==> src/rtl/uart_tx_param.sv <==
// uart_tx_param: parametrised UART serialiser with a valid/ready input.
// Define UART_TX_FIFO_EN to place a FIFO_DEPTH-entry FIFO before it.
module uart_tx_param #(
  parameter int CLKS_PER_BIT = 868,
  parameter int DATA_BITS    = 8,
  parameter int PARITY       = 0,
  parameter int STOP_BITS    = 1,
  parameter int FIFO_DEPTH   = 4
) (
  input  logic                 clk,
  input  logic                 rst,
  input  logic [DATA_BITS-1:0] din,
  input  logic                 valid,
  output logic                 ready,
  output logic                 dout,
  output logic                 tx_busy,
  output logic                 done
);

  localparam int CW = $clog2(CLKS_PER_BIT);
  localparam int IW = $clog2(DATA_BITS + 1);

  localparam logic [2:0] S_IDLE  = 3'd0;
  localparam logic [2:0] S_START = 3'd1;
  localparam logic [2:0] S_DATA  = 3'd2;
  localparam logic [2:0] S_PAR   = 3'd3;
  localparam logic [2:0] S_STOP  = 3'd4;

  if (CLKS_PER_BIT < 2) begin : g_bad_cpb
    $error("uart_tx_param: CLKS_PER_BIT must be >= 2");
  end
  if (DATA_BITS < 5 || DATA_BITS > 9) begin : g_bad_db
    $error("uart_tx_param: DATA_BITS must be 5..9");
  end
  if (PARITY < 0 || PARITY > 2) begin : g_bad_par
    $error("uart_tx_param: PARITY must be 0, 1 or 2");
  end
  if (STOP_BITS < 1 || STOP_BITS > 2) begin : g_bad_stop
    $error("uart_tx_param: STOP_BITS must be 1 or 2");
  end
  if (FIFO_DEPTH < 2 ||
      (FIFO_DEPTH & (FIFO_DEPTH - 1)) != 0) begin : g_bad_fd
    $error("uart_tx_param: FIFO_DEPTH must be a power of 2, >= 2");
  end

  logic [2:0]           r_state;
  logic [CW-1:0]        r_cnt;
  logic [IW-1:0]        r_idx;
  logic [DATA_BITS-1:0] r_shift;
  logic                 r_par;
  logic                 r_dout;
  logic                 r_busy;
  logic                 r_done;

  logic                 w_load;
  logic [DATA_BITS-1:0] w_ld_data;
  logic                 w_tick;
  logic                 w_line;

`ifdef UART_TX_FIFO_EN
  localparam int AW = $clog2(FIFO_DEPTH);

  logic [DATA_BITS-1:0] r_mem [FIFO_DEPTH];
  logic [AW-1:0]        r_wr;
  logic [AW-1:0]        r_rd;
  logic [AW:0]          r_fcnt;
  logic                 w_full;
  logic                 w_empty;
  logic                 w_push;
  logic                 w_pop;

  assign w_full    = (r_fcnt == FIFO_DEPTH[AW:0]);
  assign w_empty   = (r_fcnt == '0);
  assign ready     = !w_full && !rst;
  assign w_push    = valid && ready;
  assign w_pop     = (r_state == S_IDLE) && !w_empty;
  assign w_load    = w_pop;
  assign w_ld_data = r_mem[r_rd];

  // FIFO pointers and occupancy; push and pop together leave count as is
  always_ff @(posedge clk) begin
    if (rst) begin
      r_wr   <= '0;
      r_rd   <= '0;
      r_fcnt <= '0;
    end else begin
      if (w_push) r_wr <= r_wr + 1'b1;
      if (w_pop)  r_rd <= r_rd + 1'b1;
      unique case ({w_push, w_pop})
        2'b10:   r_fcnt <= r_fcnt + 1'b1;
        2'b01:   r_fcnt <= r_fcnt - 1'b1;
        default: r_fcnt <= r_fcnt;
      endcase
    end
  end

  // FIFO storage, written on every accepted word
  always_ff @(posedge clk) begin
    if (w_push) r_mem[r_wr] <= din;
  end
`else
  assign ready     = (r_state == S_IDLE) && !rst;
  assign w_load    = valid && ready;
  assign w_ld_data = din;
`endif

  assign w_tick  = (r_cnt == CW'(CLKS_PER_BIT - 1));
  assign dout    = r_dout;
  assign tx_busy = r_busy;
  assign done    = r_done;

  // Line level implied by the current state; registered into dout
  always_comb begin
    w_line = 1'b1;
    unique case (r_state)
      S_START: w_line = 1'b0;
      S_DATA:  w_line = r_shift[0];
      S_PAR:   w_line = r_par;
      default: w_line = 1'b1;
    endcase
  end

  // Frame sequencer: bit timer, bit index and state transitions
  always_ff @(posedge clk) begin
    if (rst) begin
      r_state <= S_IDLE;
      r_cnt   <= '0;
      r_idx   <= '0;
      r_shift <= '0;
      r_par   <= 1'b0;
      r_dout  <= 1'b1;
      r_busy  <= 1'b0;
      r_done  <= 1'b0;
    end else begin
      r_dout <= w_line;
      r_done <= 1'b0;
      if (r_state != S_IDLE) begin
        r_cnt <= w_tick ? '0 : r_cnt + 1'b1;
      end
      unique case (r_state)
        S_IDLE: begin
          r_cnt <= '0;
          r_idx <= '0;
          if (w_load) begin
            r_state <= S_START;
            r_shift <= w_ld_data;
            r_par   <= (^w_ld_data) ^ (PARITY == 1);
            r_busy  <= 1'b1;
          end
        end
        S_START: begin
          if (w_tick) r_state <= S_DATA;
        end
        S_DATA: begin
          if (w_tick) begin
            r_shift <= r_shift >> 1;
            if (r_idx == IW'(DATA_BITS - 1)) begin
              r_idx   <= '0;
              r_state <= (PARITY != 0) ? S_PAR : S_STOP;
            end else begin
              r_idx <= r_idx + 1'b1;
            end
          end
        end
        S_PAR: begin
          if (w_tick) r_state <= S_STOP;
        end
        S_STOP: begin
          if (w_tick) begin
            if (r_idx == IW'(STOP_BITS - 1)) begin
              r_idx   <= '0;
              r_state <= S_IDLE;
              r_busy  <= 1'b0;
              r_done  <= 1'b1;
            end else begin
              r_idx <= r_idx + 1'b1;
            end
          end
        end
        default: begin
          r_state <= S_IDLE;
          r_busy  <= 1'b0;
        end
      endcase
    end
  end

endmodule

==> config.mk <==
export PLATFORM = sky130hd
export DESIGN_NAME = uart_tx_param
export DESIGN_NICKNAME = d
export VERILOG_FILES = /design/src/rtl/uart_tx_param.sv
export SDC_FILE = /design/constraint.sdc
export NUM_CORES = 1
export LEC_CHECK = 0
export ABC_AREA = 1
export BUFFER_PORTS_ARGS = -buffer_cell sky130_fd_sc_hd__buf_2
export CAP_MARGIN = 25
export CORE_MARGIN = 2
export CORE_UTILIZATION = 62
export CTS_CLUSTER_DIAMETER = 150
export CTS_CLUSTER_SIZE = 12
export DETAILED_ROUTE_END_ITERATION = 16
export PLACE_DENSITY = 0.89
export SYNTH_ARGS = -nofsm -noshare
export SYNTH_HDL_FRONTEND = slang
export SYNTH_SLANG_ARGS = --single-unit
==> constraint.sdc <==
create_clock -name clk -period 2.3 [get_ports clk]
set_input_delay 0.46 -clock clk [delete_from_list [all_inputs] [get_ports clk]]
set_output_delay 0.46 -clock clk [all_outputs]
set_load 0.02 [all_outputs]
; ---- Yosys cells after proc, flatten, opt, wreduce, memory -nomap -nowiden
; Cells that the tools add are included.
[word_totals]
memories = 0
latch_bits = 0
elab_cells = 66
in_bits = 11
romBits = 0
out_inout_bits = 4
reg_bits = 29
mem_bits_rw = 0
[op_classes]
reduce_logical = 17
add_sub_neg = 2
shifts = 0
n_div = 0
n_eq_ne = 13
bitwise_logic = 3
n_mul = 0
n_mux = 23
magnitude_cmp = 0
[ops]
columns = cell, n
row1 = two-way mux 3 bit, 7
row2 = two-way mux 4 bit, 4
row3 = two-way mux 8 bit, 2
row4 = case mux 8 bit (2 select lines), 1
row5 = case mux 3 bit (5 select lines), 1
row6 = inequality test 2 bit (second input constant), 7
row7 = case mux 4 bit (3 select lines), 1
row8 = adder 10 x 1 -> 10 bit (second input constant), 1
row9 = == test 10 bit (second input constant), 1
row10 = two-way mux 10 bit, 1
row11 = parity 8 bit, 1
row12 = AND reduction 7 bit, 1
row13 = == test 3 x 2 -> 1 bit (second input constant), 2
row14 = case mux 1 bit (3 select lines), 2
row15 = AND reduction 3 bit, 2
row16 = nonzero test 3 bit, 2
row17 = OR reduction 3 bit, 2
row18 = adder 4 x 1 -> 4 bit (second input constant), 1
row19 = == test 4 x 3 -> 1 bit (second input constant), 1
row20 = zero test 4 bit, 1
row21 = two-way mux 1 bit, 4
row22 = AND reduction 4 bit, 1
row23 = == test 3 x 1 -> 1 bit (second input constant), 1
row24 = == test 3 bit (second input constant), 1
row25 = other kinds (7), 10

; ---- Depth between registers and ports, before layout
; Gate-level depths: netlist of the first run.
[depth]
word_depth = 5
depth_mapped = 10
depth_no_buf = 10

; ---- Worst setup path before layout of the first run
; No wires, ideal clock.
[synth_path]
path_type = register to register
startpoint = register r_cnt[0]
endpoint = register r_shift[5]
setup_time_ns = 0.115
period_less_slack_ns = 1.408
stages_incl_launch_ff = 10
required_time_ns = 2.185
t_arrival_ns = 1.293
n_path_buf = 1
slack_ns = 0.892
cell_sequence = dfxtp_1 > ha_1 > nand2_1 > nor2_2 > nand3_4 > nand2_1 > nand2_4 > buf_12 > o21ai_2 > a21oi_2
[synth_between]
elab_chain_cells = 3
[synth_rtl]
columns = element, line
row1 = start: declaration, 47  ; logic [CW-1:0] r_cnt;
row2 = start signal: assignment, 138  ; r_cnt <= w_tick ? '0 : r_cnt + 1'b1;
row3 = == test 10 bit, 107  ; assign w_tick = (r_cnt == CW'(CLKS_PER_BIT - 1));
row4 = inequality test 2 bit (no line), --
row5 = AND reduction 3 bit (no line), --
row6 = end signal: assignment, 146  ; r_shift <= w_ld_data;
row7 = end signal: assignment, 156  ; r_shift <= r_shift >> 1;
row8 = end: declaration, 49  ; logic [DATA_BITS-1:0] r_shift;
; No other way between the ends.
; A chain may end at the register's enable or synchronous reset.

; ---- Worst setup path in the final report of the first run
[layout_path]
startpoint = register r_state[1]
endpoint = output port ready
[layout_between]
elab_chain_cells = 2
[layout_rtl]
columns = element, line
row1 = start: declaration, 46  ; logic [2:0] r_state;
row2 = start signal: assignment, 159  ; r_state <= (PARITY != 0) ? S_PAR : S_STOP;
row3 = zero test 3 bit, 102  ; assign ready = (r_state == S_IDLE) && !rst;
row4 = logical AND 1 bit, 102
row5 = end: declaration, 14  ; output logic ready,
; No other way between the ends.

==> impl_results.md, run 1 <==
* CTS resizes at 0
* Count of unique library cells instantiated by Yosys at 31
* Num CTS Buffers at 5
* Cell taking the most area after synthesis: dfxtp_1
* Slew Viols, Final at 0
* Syn_nets at 232
* Arr. time, crit path at 1.33 ns
* Crit-path leading delay family: simple AND/OR/NAND/NOR gates
* Largest net degree at the start of global routing at 18
* Register area share after synthesis at 35.7%
* Final hold slack at 0.397 ns
* Number of flops mapped to enable cells by yosys at 0
* Synth top cells by count: nand2_1, dfxtp_1, inv_1, nor2_1, nand3_1
* Initial Util at 65.7%
* Area delta synth->final at 8.53%
* Residual DRC count at 0
* Most numerous cell in the Yosys netlist: nand2_1
* Vias per inst at 5.24
* Number of global-route vias before repair at 1314
* Wire per inst at 11.5 um
* Min-delay src: rst
* Sw frac at 43.5%
* First-pass GRT wire length at 5.55 mm
* Worst vdd ir at 0.830 mV
* CP cell instances: nor2_2 > nand2_4 > nor2_1 > buf_2
* Clock Path Buffers at 2
* Switching pwr at 0.831 mW
* R2r setup slk at 0.69 ns
* Status: finished clean
* CP startpoint kind: register
* Post-DRT Antenna Nets at 0
* Clock Latency Late Sink at 0.33 ns
* Tmin final at 1.79 ns
* Fill cells at 215
* Hold buffer count at cts at 0
* Synth area leaders: dfxtp_1, nand2_1, inv_1
* Max Clk Rate at between 500 and 600 MHz
* Hold EP: r_shift[0]$_SDFFE_PP0P_
* Clock root cell: clkbuf_4
* Pin slew with the least headroom to its limit at 0.321 ns
* DRT Pass-1 Iters at 4
* Total wire length at 3.08 mm
* Register share of total power at 35.8%
* Pwr dens at 1080 nW/um^2
* Worst r2r path cells at 10
* Max incr delay on CP at 0.38 ns
* Critical Path Sink Type: primary output
* Leakage at 0.756 nW
* Synth Cell Area at 1630 sq um
* Avg Inst Size Synth at approximately 7.5 sq um
* Die X at 55.2 um
* DPL Wire Length at 2.26 mm
* Rel. slew slack at between 70% and 80%
* Final setup fails at 0
* Core ar. at 2480 sq um
* Total number of vias at 1398
* RSZ-0062 raised after global routing: no
* Clock Sink Count at 29
* Initial antenna violation count at 0
* Skew final at 0.00853 ns
* Share of cells above drive strength 1 at 25.3%
* Fin nets at 250
* Warnings from Yosys at 0
* WP buf/inv at 1
* PortBufs at 14
* Gr ovfl total at 0
* Diodes inserted at 0
* Final GP Congestion at 0.801
* Top_reg_cell synth: dfxtp_1
* Int Pwr at 1.08 mW
* Combinational power share at 45.4%
* Cells after Synth at 218
* Top-level port count at 15
* Final setup margin at 0.513 ns
* Setup_tns at 0 ns
* Setup bufs post-CTS at 0
* CP max-delay cell: dfxtp_1
* CTS tree: built
* Max-Cap Viols at 0
* GRT Total Usage at around 23%
* Share of the synthesized area in the top cell type at 35.7%
* Clock edge transition at the registers on the reported setup and hold paths at about 0.09 ns
* Row cnt at 18
* Power share of the clock group at 18.8%
* Worst Hold Class: input port to register
* Die H at roughly 55 um
* CP Class: register to primary output
* Iteration-0 DRC Markers at 50
* Final worst path period share at 77.7%
* Worst-path fanout max at 8
* Setup WS pre-CTS at 0.631 ns
* FF+latch count, synth at 29
* Die area at 3050 sq um
* CP Data Required Time at between 1.5 and 2 ns
* Final Hold Fails at 0
* Reg-to-Reg End: r_cnt[9]$_SDFFE_PP0P_
* H-tree depth at 2
* Worst Hold Path Cells at 2
* Worst reg2reg startpoint: r_cnt[0]$_SDFFE_PP0P_
* Asr flop ratio synth at 0%
-- sequential cells by signal, summed over array words and instances, names as in the netlist --
signal / flops
done: 1
dout: 1
r_cnt: 10
r_idx: 4
r_par: 1
r_shift: 8
r_state: 3
tx_busy: 1
-- worst max-delay path by stage --
stage	from	cells after the start	slack, ns	endpoint
5_1_grt	r_state[0]$_SDFFE_PP0P_	4	0.42	ready
2_1_floorplan	r_cnt[0]$_SDFFE_PP0P_	9	0.89	r_shift[5]$_SDFFE_PP0P_
3_5_place_dp	rst	7	0.63	r_shift[3]$_SDFFE_PP0P_
4_1_cts	r_state[1]$_SDFFE_PP0P_	4	0.51	ready
3_3_place_gp	rst	7	0.69	r_shift[2]$_SDFFE_PP0P_
6_report	r_state[1]$_SDFFE_PP0P_	4	0.51	ready
-- power groups by stage --
stage	Sequential [mW]	Clock, mW	Combinational [mW]
6_report	0.684	0.359	0.868
5_1_grt	0.694	0.388	0.978
4_1_cts	0.685	0.364	0.870
3_5_place_dp	0.695	0	0.864
3_3_place_gp	0.691	0	0.847
2_1_floorplan	0.701	0	0.748
-- per-stage QoR --
stage               cells  area, sq um  total power, mW  utilization (%)
floorplan             218         1630             1.45                -
global placement      259         1700             1.54             68.5
detailed placement    259         1700             1.56             68.5
CTS                   267         1770             1.92             71.3
global route          267         1770             2.06             71.3
finish                267         1770             1.91             71.3
-- routing by layer --
layer	part of all wire, %	vias up	global-route usage, %
li1	-	733	-
met1	48	631	28.7
met2	47	30	36.4
met3	4.2	4	7.03
met4	1.2	0	9.06
met5	0	-	0
-- area by class of cell --
type	instances	area [sq um]	area share, %
Sequential cell	29	581	32.9
Tap cell	30	37.5	2.12
Timing Repair Buffer	14	70.1	3.97
Clock inverter	1	5.00	0.283
Multi-Input combinational cell	155	892	50.5
Inverter	31	116	6.59
Clock buffer	7	65.1	3.68
-- cell families after synthesis --
| family | after synthesis | share of synthesized area, % |
|---|---|---|
| AO/OA/AOI/OAI | 40 | 16.8 |
| adder cells (fa/ha/maj) | 3 | 2.31 |
| XOR/XNOR | 10 | 5.38 |
| AND/OR/NAND/NOR | 102 | 30.4 |
| flip-flops | 29 | 35.7 |
| buffers and inverters | 34 | 9.53 |
-- cells in the final DEF, fill, tap and decap left out --
master    instances
a21oi_2           9
a21oi_1           9
nor4_1            1
o21ai_1          12
nor2_1           22
nor2_2            5
ha_1              3
nand3_4           1
nand2_2           6
o21ai_0           3
nor2_4            2
clkinv_1          1
inv_2             8
clkbuf_4          5
nand4_1           1
o21a_1            1
nand2_4           3
a22oi_1           1
nor3_1            2
nor3b_1           2
a21oi_4           2
xnor2_1           6
clkinv_2          1
buf_2            14
clkbuf_8          2
o21ai_2           2
inv_1            22
nand2_1          43
dfxtp_1          29
xor2_1            4
o311ai_0          1
nand3_1          14
-- worst reg2reg max path: stages (launching register included) --
cell and delay [ns]:
dfxtp_1 0.36, ha_1 0.21, nand2_1 0.09, nor2_2 0.13, nand3_4 0.13, nand2_1 0.15
inv_1 0.06, nand2_1 0.18, inv_2 0.07, o21ai_0 0.08, nor2_1 0.05
(Power assumes the default switching activity.)
==> run 2: changes to the inputs <==
--- a/config.mk
+++ b/config.mk
@@ -9,11 +9,11 @@
 export BUFFER_PORTS_ARGS = -buffer_cell sky130_fd_sc_hd__buf_2
 export CAP_MARGIN = 25
 export CORE_MARGIN = 2
-export CORE_UTILIZATION = 62
+export CORE_UTILIZATION = 58
 export CTS_CLUSTER_DIAMETER = 150
 export CTS_CLUSTER_SIZE = 12
 export DETAILED_ROUTE_END_ITERATION = 16
-export PLACE_DENSITY = 0.89
+export PLACE_DENSITY = 0.84
 export SYNTH_ARGS = -nofsm -noshare
 export SYNTH_HDL_FRONTEND = slang
 export SYNTH_SLANG_ARGS = --single-unit
==> constraint.sdc (replaced) <==
create_clock -name clk -period 1.75 [get_ports clk]
set_input_delay 0.35 -clock clk [delete_from_list [all_inputs] [get_ports clk]]
set_output_delay 0.35 -clock clk [all_outputs]
set_load 0.02 [all_outputs]
==> run 2 against run 1 <==
  * Design area grew 0.85%
  * Clock power rose by 30%
  * Wire length fell by 3.0%
  * Global-route usage down 2.3 points
  * Non-clock buffer count grew 1
  * Die area grew 6.4%
  * Combinational power increased by 32%
  * Critical endpoint unchanged
  * Largest cell class unchanged
  * Highest routed layer unchanged
==> impl_results.md, run 2 (synthesis results as in run 1) <==
* Status: finished clean
* Final setup fails at 0
* Setup_tns at 0 ns
* Util after Layout at 65.7%
* DRT Pass-1 Iters at 5
* Slew Viols, Final at 0
* Area delta synth->final at 9.45%
* Leakage at 0.762 nW
* Critical Path Sink Type: primary output
* RSZ-0062 raised after global routing: no
* Worst vdd ir at 1.18 mV
* Final worst path period share at 94.2%
* Register area at 582 sq um
* Final GP Congestion at 0.798
* Gr ovfl total at 0
* Multi-input gate area at between 800 and 900 sq um
* Max Clk Rate at approximately 610 MHz
* Total number of vias at 1395
* CTS tree: built
* Row cnt at 19
* Initial antenna violation count at 0
* Worst reg2reg startpoint: r_cnt[0]$_SDFFE_PP0P_
* Pin slew with the least headroom to its limit at between 0.3 and 0.4 ns
* DPL Wire Length at 2.22 mm
* Total power at 2.52 mW
* Placed cells at 261
* Pwr dens at around 1400 nW/um^2
* Die H at 57.0 um
* Initial Util at 60.1%
* Largest net degree at the start of global routing at 15
* Num CTS Buffers at 5
* Die area at between 3000 and 4000 sq um
* H-tree depth at 2
* Core ar. at 2710 sq um
* Cell Count, Final, Fillers Out at 269
* Vias per inst at 5.19
* R2r setup slk at 0.21 ns
* Residual DRC count at 0
* Worst r2r path cells at 10
* CP Data Required Time at 1.40 ns
* Fin nets at 251
* Clock edge transition at the registers on the reported setup and hold paths at 0.10 ns
* Clock Sink Count at 29
* Skew final at between 0.01 and 0.015 ns
* Min-delay src: rst
* Arr. time, crit path at 1.30 ns
* CP Class: register to primary output
* First-pass GRT wire length at 5.18 mm
* Total wire length at 2.99 mm
* Share of cells above drive strength 1 at 26.1%
* Max FFs per register at 10
* Post-DRT Antenna Nets at 0
* Commonest non-fill, non-tap cell in the layout: nand2_1
* Number of global-route vias before repair at 1214
* Clock root cell: clkbuf_4
* Die X at 57.0 um
* Clock Path Buffers at 2
* Worst Hold Path Cells at 2
* Most frequent cells in the layout: nand2_1, dfxtp_1, inv_1, nor2_1
* Top Registers: r_cnt: 10 flops, r_shift: 8 flops, r_idx: 4 flops
* Largest Register: r_cnt
* Top-level port count at 15
* Fill cells at 259
* PortBufs at 14
* Diodes inserted at 0
* Worst Hold Class: input port to register
* Rel. slew slack at 79.2%
* Hold EP: r_shift[7]$_SDFFE_PP0P_
* Worst-path fanout max at 8
* GRT Total Usage at 20.5%
* CP startpoint kind: register
* Max-Cap Viols at 0
* Wire per inst at 11.1 um
* Clock Latency Late Sink at 0.33 ns
* Final Hold Fails at 0
* Reg-to-Reg End: r_cnt[9]$_SDFFE_PP0P_
* Tmin final at 1.65 ns
* Iteration-0 DRC Markers at 64
run 2: cell types whose count changed in the layout (fill, tap and decap cells not counted), sizes merged:
| cell | previous run | this run |
|---|---|---|
| buf | 14 | 15 |
run 2: critical path: stages, from the launching register on:
cell     delay [ns]
dfxtp_1        0.40
nor2_4         0.14
nand2_4        0.11
nor2_1         0.13
buf_2          0.18
run 2: routing by layer:
metal  up-vias  routed length [um]  track usage, %
li1        742                   -               -
met1       608                1400            26.4
met2        37                1350            31.4
met3         8                 181            6.35
met4         0                  60            9.63
met5         -                   0               0
run 2: worst max path at each step:
stage	to	start	cells after the start	slack, ns
2_1_floorplan	r_shift[5]$_SDFFE_PP0P_	r_cnt[0]$_SDFFE_PP0P_	9	0.34
3_3_place_gp	r_cnt[9]$_SDFFE_PP0P_	r_cnt[0]$_SDFFE_PP0P_	10	0.30
3_5_place_dp	r_cnt[9]$_SDFFE_PP0P_	r_cnt[0]$_SDFFE_PP0P_	10	0.23
4_1_cts	ready	r_state[0]$_SDFFE_PP0P_	4	0.05
5_1_grt	ready	r_state[0]$_SDFFE_PP0P_	4	0.009
6_report	ready	r_state[0]$_SDFFE_PP0P_	4	0.10
run 2: cell type report:
type                    count  area share (%)
multi-input cells         155            50.4
inverters                  31            6.53
well taps                  31            2.18
clock inverters             1           0.281
repair buffers             15            4.35
clock buffers               7            3.65
flip-flops and latches     29            32.7
run 2: metrics by stage:
| step | instance area (sq um) | worst slack (ns) | hold WS [ns] |
|---|---|---|---|
| 2_1_floorplan | 1630 | 0.342 | 0.412 |
| 3_3_place_gp | 1710 | 0.304 | 0.429 |
| 3_5_place_dp | 1710 | 0.235 | 0.445 |
| 4_1_cts | 1780 | 0.0545 | 0.272 |
| 5_1_grt | 1780 | 0.00936 | 0.255 |
| 6_report | 1780 | 0.101 | 0.278 |
run 2: what timing repair did:
action	CTS	global route
hold buffers	0	0
endpoints found under the setup margin	0	1
gates resized for setup	0	2
buffers inserted	0	0
run 2: where the power goes:
part / switching (mW) / leakage [nW] / internal [mW] / total, mW
registers: 0.0923 / 0.238 / 0.813 / 0.906
logic: 0.770 / 0.484 / 0.380 / 1.15
clock network: 0.235 / 0.0413 / 0.233 / 0.467
==> run 3: changes to the inputs <==
--- a/config.mk
+++ b/config.mk
@@ -8,6 +8,7 @@
 export ABC_AREA = 1
 export BUFFER_PORTS_ARGS = -buffer_cell sky130_fd_sc_hd__buf_2
 export CAP_MARGIN = 25
+export CORE_ASPECT_RATIO = 0.75
 export CORE_MARGIN = 2
 export CORE_UTILIZATION = 58
 export CTS_CLUSTER_DIAMETER = 150
==> run 3 against run 2 <==
  * Largest cell class unchanged
  * Largest power group unchanged
  * Die area is 0.14% higher
  * First-iteration DRC count is 28% higher
  * Fmax is 1.3% higher
  * Critical path type unchanged
==> impl_results.md, run 3 (synthesis results as in run 1) <==
* Status: finished clean
* Clock Sink Count at 29
* Clock Latency Late Sink at 0.29 ns
* DPL Wire Length at 2.30 mm
* Design area at 1810 sq um
* Core ar. at 2640 sq um
* Top-level port count at 15
* Placement Cell Area at 1710 sq um
* Switching pwr at 1.10 mW
* Setup bufs post-CTS at 0
* Clock edge transition at the registers on the reported setup and hold paths at 0.06 ns
* Iteration-0 DRC Markers at 82
* Final setup fails at 0
* CP Class: register to primary output
* Sw frac at 41.5%
* Fin nets at 251
* Wire per inst at 11.0 um
* Number of global-route vias before repair at 1205
* Residual DRC count at 0
* Worst reg2reg startpoint: r_cnt[0]$_SDFFE_PP0P_
* Critical Path Sink Type: primary output
* Max Clk Rate at 614 MHz
* Total number of vias at 1353
* First-pass GRT wire length at 5.29 mm
* Diodes inserted at 0
* CP Data Required Time at 1.40 ns
* CP Capture Point: ready
* Die X at 65.2 um
* Register share of total power at 33.9%
* Top Registers: r_cnt: 10 flops, r_shift: 8 flops, r_idx: 4 flops
* H-tree depth at 2
* Fill cells at 233
* Largest net degree at the start of global routing at 15
* Final setup margin at 0.123 ns
* Pwr dens at approximately 1500 nW/um^2
* Worst vdd ir at 0.810 mV
* Commonest non-fill, non-tap cell in the layout: nand2_1
* Share of cells above drive strength 1 at between 20% and 30%
* Worst r2r path cells at 10
* Worst Hold Path Cells at 2
* GRT Total Usage at 21.4%
* R2r setup slk at 0.21 ns
* Slew Viols, Final at 0
* Clock root cell: clkbuf_8
* Max FFs per register at 10
* Num CTS Buffers at 5
* Total power at roughly 2.6 mW
* Worst Hold Class: input port to register
* Reg-to-Reg End: r_cnt[9]$_SDFFE_PP0P_
* Final GP Congestion at 0.906
* Row cnt at 16
* PortBufs at 14
* Util after Layout at 68.6%
* CTS tree: built
* Final Hold Fails at 0
* Post-DRT Antenna Nets at 0
* Initial antenna violation count at 0
* Die H at 49.9 um
* CTS resizes at 0
* Most frequent cells in the layout: nand2_1, dfxtp_1, inv_1, nor2_1
* CP startpoint kind: register
* RSZ-0062 raised after global routing: no
* Initial Util at 61.6%
* Clock Path Buffers at 2
* Vias per inst at approximately 4.9
* Leakage at 0.773 nW
* Tmin final at 1.63 ns
* Worst-path fanout max at 8
* DRT Pass-1 Iters at 4
* Max-Cap Viols at 0
* Die area at 3250 sq um
* Setup WS pre-CTS at 0.237 ns
* Arr. time, crit path at 1.28 ns
* Skew final at 0.00657 ns
* Int Pwr at ~1.5 mW
* Area delta synth->final at 11.4%
* Setup_tns at 0 ns
* Rel. slew slack at 80.6%
* Gr ovfl total at 0
* Total wire length at just over 3 mm
* Worst Setup SP: r_state[1]$_SDFFE_PP0P_
* Hold buffer count at cts at 0
* Power share of the clock group at 23.1%
* Final worst path period share at approximately 93%
* Pin slew with the least headroom to its limit at 0.288 ns
* Largest Register: r_cnt
* Combinational power share at 42.9%
==> run 3: cell counts in the layout (fill, tap and decap cells not counted) <==
Identical to the previous run, type by type.
==> run 3: critical path, cell delays in order (launching register included) <==
cell and delay (ns):
dfxtp_1 0.37, nor2_2 0.18, nand2_4 0.11, nor2_1 0.15, buf_2 0.19
==> run 3: worst min-delay path by stage <==
| stage | from | to | slack [ns] |
|---|---|---|---|
| floorplan | rst | r_shift[0]$_SDFFE_PP0P_ | 0.41 |
| global placement | r_cnt[0]$_SDFFE_PP0P_ | r_cnt[0]$_SDFFE_PP0P_ | 0.43 |
| detailed placement | r_cnt[0]$_SDFFE_PP0P_ | r_cnt[0]$_SDFFE_PP0P_ | 0.44 |
| CTS | rst | r_shift[0]$_SDFFE_PP0P_ | 0.34 |
| global route | rst | r_shift[7]$_SDFFE_PP0P_ | 0.33 |
| finish | rst | r_shift[0]$_SDFFE_PP0P_ | 0.34 |
==> run 3: power by group through the flow <==
stage	clock [mW]	combinational, mW	sequential [mW]
floorplan	0	0.983	0.922
global placement	0	1.12	0.904
detailed placement	0	1.13	0.910
CTS	0.619	1.14	0.896
global route	0.659	1.30	0.915
finish	0.611	1.13	0.897
==> run 3: layout make-up <==
class	instances	area [sq um]	share of cell area, %
clock buffers	7	96.3	5.31
clock inverters	1	5.00	0.276
inverters	31	116	6.42
multi-input cells	155	892	49.2
flip-flops and latches	29	581	32.0
well taps	36	45.0	2.48
repair buffers	15	77.6	4.28
==> run 3: metrics by stage <==
step | hold WS (ns) | instances
2_1_floorplan | 0.412 | 218
3_3_place_gp | 0.431 | 266
3_5_place_dp | 0.440 | 266
4_1_cts | 0.337 | 274
5_1_grt | 0.333 | 274
6_report | 0.340 | 274
==> run 3: routing by layer <==
metal / up-vias / routed length [um] / global-route usage, %
met3: 8 / 139 / 7.53
met5: - / 0 / 0
li1: 741 / - / -
met4: 0 / 57 / 8.33
met1: 572 / 1650 / 31.0
met2: 32 / 1170 / 28.6
